**src/rtl/inst_loader_pkg.sv**
```systemverilog
// ============================================================================
// inst_loader_pkg
// Shared types and constants for the boot-time instruction loader.
// Revision: 1.0
// ============================================================================
`default_nettype none

package inst_loader_pkg;

  typedef enum logic [1:0] {
    ST_IDLE  = 2'd0,
    ST_RECV  = 2'd1,
    ST_WRITE = 2'd2,
    ST_DONE  = 2'd3
  } state_t;

  localparam int DEPTH_WORDS_DEFAULT = 256;
  localparam int BYTES_PER_WORD      = 4;

endpackage

`default_nettype wire

```
**src/rtl/inst_loader_word_assembler.sv**
```systemverilog
// ============================================================================
// word_assembler
// Packs accepted bytes little-endian into a 32-bit word; flags the 4th byte.
// Revision: 1.0
// ============================================================================
`default_nettype none

module word_assembler
  import inst_loader_pkg::*;
(
  input  logic        clk,
  input  logic        rst,
  input  logic        i_clear,
  input  logic        i_accept,
  input  logic [7:0]  i_byte,
  output logic [31:0] o_word,
  output logic        o_word_full
);

  localparam logic [1:0] c_LAST_LANE = 2'(BYTES_PER_WORD - 1);

  logic [1:0]  r_byte_cnt;
  logic [23:0] r_lanes;

  // The top lane is never stored: the completed word is presented combinationally
  // alongside the 4th byte so the caller can latch it on the same edge.
  assign o_word      = {i_byte, r_lanes};
  assign o_word_full = i_accept && (r_byte_cnt == c_LAST_LANE);

  always_ff @(posedge clk) begin
    if (rst || i_clear) begin
      r_byte_cnt <= 2'd0;
      r_lanes    <= 24'd0;
    end else if (i_accept) begin
      r_byte_cnt <= r_byte_cnt + 2'd1;
      case (r_byte_cnt)
        2'd0:    r_lanes[7:0]   <= i_byte;
        2'd1:    r_lanes[15:8]  <= i_byte;
        2'd2:    r_lanes[23:16] <= i_byte;
        default: r_lanes        <= r_lanes;
      endcase
    end
  end

endmodule

`default_nettype wire

```
**src/rtl/inst_loader.sv**
```systemverilog
// ============================================================================
// inst_loader
// Loads a byte stream into instruction memory as 32-bit words, holding the CPU.
// Revision: 1.0
// ============================================================================
`default_nettype none

module inst_loader
  import inst_loader_pkg::*;
#(
  parameter int DEPTH_WORDS = DEPTH_WORDS_DEFAULT
) (
  input  logic        clk,
  input  logic        reset,
  input  logic        start,
  input  logic [8:0]  num_words,
  input  logic        byte_valid,
  input  logic [7:0]  byte_data,
  output logic        byte_ready,
  output logic        we,
  output logic [31:0] waddr,
  output logic [31:0] wdata,
  output logic        busy,
  output logic        done,
  output logic        cpu_hold,
  output logic [31:0] checksum
);

  localparam int CW = $clog2(DEPTH_WORDS + 1);

  state_t          r_state;
  logic [CW-1:0]   r_count;
  logic [CW-1:0]   r_word_cnt;
  logic            r_byte_ready;
  logic            r_we;
  logic [31:0]     r_waddr;
  logic [31:0]     r_wdata;
  logic            r_busy;
  logic            r_done;
  logic            r_cpu_hold;
  logic [31:0]     r_checksum;

  logic [CW-1:0]   w_count;
  logic            w_start_ok;
  logic            w_accept;
  logic [31:0]     w_word;
  logic            w_word_full;
  logic            w_last_word;

  // Clamping the count bounds every write address to the memory depth.
  always_comb begin
    w_count = CW'(num_words);
    if (32'(num_words) > 32'(DEPTH_WORDS)) begin
      w_count = CW'(DEPTH_WORDS);
    end
  end

  assign w_start_ok  = start && ((r_state == ST_IDLE) || (r_state == ST_DONE));
  assign w_accept    = byte_valid && r_byte_ready;
  assign w_last_word = ((r_word_cnt + CW'(1)) == r_count);

  word_assembler u_word_assembler (
    .clk         (clk),
    .rst         (reset),
    .i_clear     (w_start_ok),
    .i_accept    (w_accept),
    .i_byte      (byte_data),
    .o_word      (w_word),
    .o_word_full (w_word_full)
  );

  always_ff @(posedge clk) begin
    if (reset) begin
      r_state      <= ST_IDLE;
      r_count      <= '0;
      r_word_cnt   <= '0;
      r_byte_ready <= 1'b0;
      r_we         <= 1'b0;
      r_waddr      <= 32'd0;
      r_wdata      <= 32'd0;
      r_busy       <= 1'b0;
      r_done       <= 1'b0;
      r_cpu_hold   <= 1'b1;
      r_checksum   <= 32'd0;
    end else begin
      case (r_state)
        ST_IDLE, ST_DONE: begin
          if (w_start_ok) begin
            r_count    <= w_count;
            r_word_cnt <= '0;
            r_checksum <= 32'd0;
            if (w_count == '0) begin
              r_state      <= ST_DONE;
              r_byte_ready <= 1'b0;
              r_busy       <= 1'b0;
              r_done       <= 1'b1;
              r_cpu_hold   <= 1'b0;
            end else begin
              r_state      <= ST_RECV;
              r_byte_ready <= 1'b1;
              r_busy       <= 1'b1;
              r_done       <= 1'b0;
              r_cpu_hold   <= 1'b1;
            end
          end
        end

        ST_RECV: begin
          if (w_word_full) begin
            r_state      <= ST_WRITE;
            r_byte_ready <= 1'b0;
            r_we         <= 1'b1;
            r_waddr      <= 32'({r_word_cnt, 2'b00});
            r_wdata      <= w_word;
          end
        end

        ST_WRITE: begin
          r_we       <= 1'b0;
          r_checksum <= r_checksum ^ r_wdata;
          r_word_cnt <= r_word_cnt + CW'(1);
          if (w_last_word) begin
            r_state    <= ST_DONE;
            r_busy     <= 1'b0;
            r_done     <= 1'b1;
            r_cpu_hold <= 1'b0;
          end else begin
            r_state      <= ST_RECV;
            r_byte_ready <= 1'b1;
          end
        end

        default: r_state <= ST_IDLE;
      endcase
    end
  end

  assign byte_ready = r_byte_ready;
  assign we         = r_we;
  assign waddr      = r_waddr;
  assign wdata      = r_wdata;
  assign busy       = r_busy;
  assign done       = r_done;
  assign cpu_hold   = r_cpu_hold;
  assign checksum   = r_checksum;

endmodule

`default_nettype wire

```
**config.mk**
```make
export PLATFORM = sky130hd
export DESIGN_NAME = inst_loader
export DESIGN_NICKNAME = d
export VERILOG_FILES = /design/src/rtl/inst_loader_pkg.sv /design/src/rtl/inst_loader_word_assembler.sv /design/src/rtl/inst_loader.sv
export SDC_FILE = /design/constraint.sdc
export NUM_CORES = 1
export LEC_CHECK = 0
export ABC_CLOCK_PERIOD_IN_PS = 1900
export CAP_MARGIN = 20
export CORE_UTILIZATION = 45
export CTS_BUF_LIST = sky130_fd_sc_hd__clkbuf_4 sky130_fd_sc_hd__clkbuf_8 sky130_fd_sc_hd__clkbuf_16
export CTS_CLUSTER_DIAMETER = 120
export DETAILED_ROUTE_END_ITERATION = 12
export PLACE_DENSITY = 0.76
export SLEW_MARGIN = 20
export SYNTH_ARGS = -nofsm -noshare
export SYNTH_HDL_FRONTEND = slang
export SYNTH_SLANG_ARGS = --single-unit
```
**constraint.sdc**
```tcl
create_clock -name clk -period 1.9 [get_ports clk]
set_input_delay 0.285 -clock clk [delete_from_list [all_inputs] [get_ports clk]]
set_output_delay 0.285 -clock clk [all_outputs]
set_load 0.05 [all_outputs]
```
Word-level counts from Yosys, hierarchy flattened
Index checks and enable logic that the tools add are counted.
- register bits after elaboration: 124
- output and inout port bits: 101
- logic and storage cells: 74
- add/subtract/negate cells: 2
- order comparisons: 1
- eq/ne operators: 11
- multiplexer cells: 23
- bitwise operators: 1
- reductions and logical operators: 21
- operator list (kind ; number):
    $pmux 32 s2 ; 1
    $mux 32 ; 1
    $xor 32x32->32 ; 1
    $mux 9 ; 2
    $pmux 9 s2 ; 1
    $reduce_and 2->1 ; 8
    $add 9x1->9 const B ; 1
    $eq 9x9->1 ; 1
    $gt 9x9->1 const B ; 1
    $logic_not 9->1 ; 1
    $mux 1 ; 9
    $eq 2x2->1 const B ; 4
    $mux 2 ; 4
    $pmux 1 s2 ; 3
    $pmux 2 s3 ; 1
    $reduce_and 3->1 ; 2
    $eq 2x1->1 const B ; 2
    $logic_not 2->1 ; 2
    $ne 2x1->1 const B ; 2
    $ne 2x2->1 const B ; 2
    $reduce_bool 2->1 ; 2
    $logic_and 1x1->1 ; 3
    $pmux 1 s3 ; 1
    $add 2x1->2 const B ; 1
    2 further kinds ; 3

Longest topological paths before layout
- depth after elaboration: 6
- depth in mapped cells: 10
- mapped depth without buffers: 7

Hierarchy
A second synthesis with hierarchy kept.
- cells, all modules: 661
- area, all modules: 5597.9 µm²
- modules (own cells, without submodules) (module ; instances ; cells an instance ; area each (µm²) ; sequential area each (µm²)):
    inst_loader ; 1 ; 528 ; 4207.8 ; 1961.9
    word_assembler ; 1 ; 133 ; 1390.1 ; 520.5

Worst setup path before layout
No wires, ideal clock.
- path kind: register to register
- from: reg r_state[0]
- to: reg r_byte_ready (netlist: byte_ready)
- library setup time: 0.121 ns
- data arrival time: 1.874 ns
- data required time: 1.779 ns
- setup slack: -0.095 ns
- cell stages (with the launch flop): 10
- cells stage by stage: dfxtp_1 inv_1 ha_1 buf_2 nor2b_1 buf_2 a21oi_2 nor3b_1 nor3_1 mux2_4
- cells in the longest elaborated chain, start to end: 5
- RTL lines (what ; line ; source):
    start, declared ; inst_loader.sv:31 ; state_t r_state;
    start signal, assigned ; inst_loader.sv:74 ; r_state <= ST_IDLE;
    start signal, assigned ; inst_loader.sv:93 ; r_state <= ST_DONE;
    start signal, assigned ; inst_loader.sv:99 ; r_state <= ST_RECV;
    $eq 2x2->1 / $logic_not 2->1 (equally long branches) ; inst_loader.sv:58, inst_loader.sv:86 ;
    $logic_or 1x1->1 ; inst_loader.sv:58 ; assign w_start_ok = start && ((r_state == ST_IDLE) || (r_state == ST_DONE));
    $logic_and 1x1->1 ; inst_loader.sv:58 ;
    $ne 2x1->1 (no line) ; - ;
    $reduce_and 3->1 (no line) ; - ;
    end signal, assigned ; inst_loader.sv:77 ; r_byte_ready <= 1'b0;
    end signal, assigned ; inst_loader.sv:94 ; r_byte_ready <= 1'b0;
    end signal, assigned ; inst_loader.sv:100 ; r_byte_ready <= 1'b1;
    end, declared ; inst_loader.sv:34 ; logic r_byte_ready;
Several ways; a longest one is shown, not always the timed one.
A chain may end at the register's enable or synchronous reset.

Worst setup path after layout
- from: reg r_word_cnt[0]
- to: reg r_byte_ready (netlist: byte_ready)
- cells in the longest elaborated chain, start to end: 4
- RTL lines (what ; line ; source):
    start, declared ; inst_loader.sv:33 ; logic [CW-1:0] r_word_cnt;
    start signal, assigned ; inst_loader.sv:121 ; r_word_cnt <= r_word_cnt + CW'(1);
    $add 9x1->9 ; inst_loader.sv:60 ; assign w_last_word = ((r_word_cnt + CW'(1)) == r_count);
    $eq 9x9->1 ; inst_loader.sv:60 ;
    $ne 2x2->1 (no line) ; - ;
    $reduce_and 3->1 (no line) ; - ;
No other way between the ends.

==> run_results.csv <==
group,metric,value,unit
power_and_ir_drop,leakagePower,3.17,nW
yosys,postSynth.asyncResetShare,0,%
route,wl_met1,5710,µm
yosys,ys_ff_latch,124,
yosys,netlist.area_leader.share,47.1,%
global_routing,grt_first_pass_wirelength,20300,µm
worst_setup_path,reg2reg_from,"r_word_cnt[0]",
final_layout,final_layout_size_suffix_gt1_share,12.1,%
clocking,cts_max_path_bufs,2,
placement,port_buffers,98,
final_layout,layoutNonFillerInstCount,902,
route,routed_wl,12700,µm
final_layout,layout.nets,775,
yosys,synth_area_leaders,"dfxtp_1, nand2_1, a21oi_1, xor2_1, nor2_1",
route,avgRoutedWirePerCell,14.1,µm
final_layout,mostFrequentLayoutCell,"nand2_1",
clocking,clk_latency,0.41,ns
min_path,hp-start,"reset",
clocking,cts.reportedPaths.clkPinSlew,0.06,ns
power_and_ir_drop,share_clk_of_total_power,40.0,%
global_routing,first_global_vias,4373,
yosys,post_synth.cell_area_avg,8.29,µm²
floorplan,die_width,110,µm
floorplan,boundaryPins,122,
clocking,cts_hold_buf,0,
route,antenna_violating_nets_remaining,0,
sta,maxSlewHeadroom,65.4,%
global_routing,global_route.usage.total,21.9,%
clocking,numClockSinks,124,
sta,timing.clock.skew,0.0101,ns
floorplan,rows,39,
global_routing,remaining_global_route_overflow,0,
clocking,cts_tree,"done",
route,detailroute.wirelength.met3,598,µm
global_routing,antenna_found_initial,0,
worst_setup_path,criticalPathCategory,"reg -> reg",
final_layout,area_delta_synth_final,35.4,%
yosys,synthDominantAreaCellType,"dfxtp_1",
placement,routabilityCongestion,0.862,
yosys,yosysWarningCount,0,
yosys,ys_seq_area_share,47.1,%
yosys,mapped_area,0.00527,mm²
worst_setup_path,kind_of_launch_point_of_the_worst_setup_path,"flip-flop",
power_and_ir_drop,ir_worst_vdd,0.856,mV
status,status,"finished clean",
sta,share_of_the_clock_period_used_by_the_worst_path_after_layout,99.5,%
worst_setup_path,worst-r2r-setup-slack,0.009,ns
final_layout,antennaDiodeCount,0,
floorplan,design.die.area,0.0121,mm²
power_and_ir_drop,switchingPower,2.38,mW
sta,finalWorstPathRequiredPeriod,1.89,ns
min_path,endpoint_of_the_worst_hold_timing_path,"r_count[6]",
worst_setup_path,worst-path-max-fanout,7,
yosys,yosysUniqueCellTypes,57,
worst_setup_path,critical_path_required,2.20,ns
route,met2_length,6080,µm
worst_setup_path,timing.rr.end,"byte_ready",
final_layout,finish.instance_area,0.00713,mm²
sta,rsz0062_at_grt,"true",
route,detail_route.first_pass.iterations,4,
floorplan,initial_utilization,46.1,%
floorplan,chipHeight,110,µm
clocking,cts-root-buf,"clkbuf_16",
route,topRoutingLayerUsed,"met4",
floorplan,core_area,0.0114,mm²
power_and_ir_drop,share_seq_of_total_power,37.0,%
min_path,worstHoldPathCells,2,
power_and_ir_drop,power.share.combinational,23.0,%
yosys,synth_flop_cell,"dfxtp_1",
sta,final_max_slew_viol_count,0,
power_and_ir_drop,cellInternalPower,5.18,mW
worst_setup_path,data_arrival_critical_path,2.19,ns
route,post-route-drc-count,0,
sta,max_slew.worst_pin.slew,0.517,ns
global_routing,grt_start_max_net_pins,40,
yosys,syn-instance-count,635,
worst_setup_path,reg2reg_depth,6,
worst_setup_path,timing.critical_path.to_type,"flip-flop",
min_path,min-delay-path-class,"in -> reg",
route,routed_via_density,5.12,
sta,fin_worst_hold_slack,0.301,ns
route,num_vias,4614,
power_and_ir_drop,cell_area_power_density,1060,mW/mm²
final_layout,mostFrequentLayoutCells,"nand2_1, dfxtp_1, a21oi_1",
placement,dp.cells,869,
sta,max_clock_freq,529,MHz
clocking,cts_htree_levels,4,
final_layout,nFillCells,1003,
sta,finalSetupViolations,0,
flow_run,drv_cap,0,
sta,timing_hold_violations_final,0,
route,initialDrtViolationCount,190,
power_and_ir_drop,power_switching_share,31.5,%
yosys,synth_enable_flop_cells,0,
placement,place_hpwl,8900,µm
clocking,cts_buf_count,17,
placement,placedInstanceArea,0.00645,mm²
==> Yosys cell counts (2+ instances only) <==
library cell / number
buf_2: 6
a2bb2oi_1: 3
a31oi_1: 2
buf_1: 3
clkbuf_1: 26
nor3b_1: 4
nor3_1: 5
xor2_1: 36
mux2i_1: 2
mux2_2: 2
nand2_1: 154
o21a_1: 2
nand3_1: 30
buf_4: 23
nor4_1: 4
nor2_1: 53
buf_6: 5
a22oi_1: 2
o21ai_0: 6
inv_1: 10
a22o_1: 6
ha_1: 8
xnor2_1: 6
a21oi_1: 81
dfxtp_1: 124
==> how the worst max path moves through the flow <==
stage	start	to	slack, ns	cells past startpoint
2_1_floorplan	r_word_cnt[0]	byte_ready	-0.05	6
3_3_place_gp	start	r_word_cnt[5]	-0.02	7
3_5_place_dp	r_word_cnt[0]	byte_ready	-0.1	6
4_1_cts	r_word_cnt[2]	byte_ready	-0.03	5
5_1_grt	r_word_cnt[0]	byte_ready	-0.09	6
6_report	r_word_cnt[0]	byte_ready	0.009	6
==> through the flow <==
step	setup slack, ns	util [%]	total power [mW]	setup TNS (ns)
after floorplan	-0.0501	-	3.98	-0.0501
after global placement	-0.0245	56.5	4.51	-0.0634
after detailed placement	-0.0950	56.5	4.56	-0.293
after CTS	-0.0344	61.6	7.60	-0.0354
after global routing	-0.0866	62.4	7.88	-0.214
final	0.00930	62.4	7.56	0
==> repair_timing <==
item                       4_1_cts  5_1_grt
pin swaps                        2        0
gates resized for setup          6       38
setup buffers                    1        0
setup endpoints to repair        4       45
cloned                           0        0
==> final cells by class <==
type / instances / area (µm²) / area share, %
multi-input cells: 459 / 2480 / 34.9
clock inverters: 13 / 118 / 1.65
well taps: 143 / 179 / 2.51
flip-flops and latches: 124 / 2490 / 34.9
clock buffers: 19 / 447 / 6.27
repair buffers: 134 / 1370 / 19.3
inverters: 10 / 37.5 / 0.527
==> flip-flops by register name, indices dropped and copies added, names as in the netlist, 2 cells and up <==
register,cells
u_word_assembler.r_byte_cnt,2
wdata,32
checksum,32
r_word_cnt,9
r_count,9
waddr,9
u_word_assembler.r_lanes,24
r_state,2
==> worst max-delay path, stage by stage, from the launching register on <==
cell,delay (ns)
dfxtp_2,0.35
ha_4,0.15
nand3_4,0.11
o31a_1,0.27
nor4_2,0.32
nand4_2,0.23
mux2_4,0.34
==> power groups by stage <==
stage          Sequential (mW)  Clock [mW]  Combinational, mW
3_5_place_dp              2.85           0               1.71
6_report                  2.80        3.03               1.74
3_3_place_gp              2.84           0               1.67
2_1_floorplan             2.94           0               1.04
4_1_cts                   2.79        3.07               1.74
5_1_grt                   2.81        3.19               1.89
==> cell families after synthesis <==
kind of cell,count (synthesis),synth area share (%)
and+or+nand+nor,264,21.6
DFF,124,47.1
AOI/OAI and AO/OA,116,13.0
buffers and inverters,74,7.79
xor gates and xnor gates,43,7.41
adders and majority gates,8,1.90
muxes,5,1.09
other,1,0.0712
==> metal layers <==
metal,GRT usage (%),vias up
li1,-,2282
met4,10.3,0
met3,4.82,26
met2,35.4,126
met5,0,-
met1,27.7,2180
(Power assumes the default switching activity.)
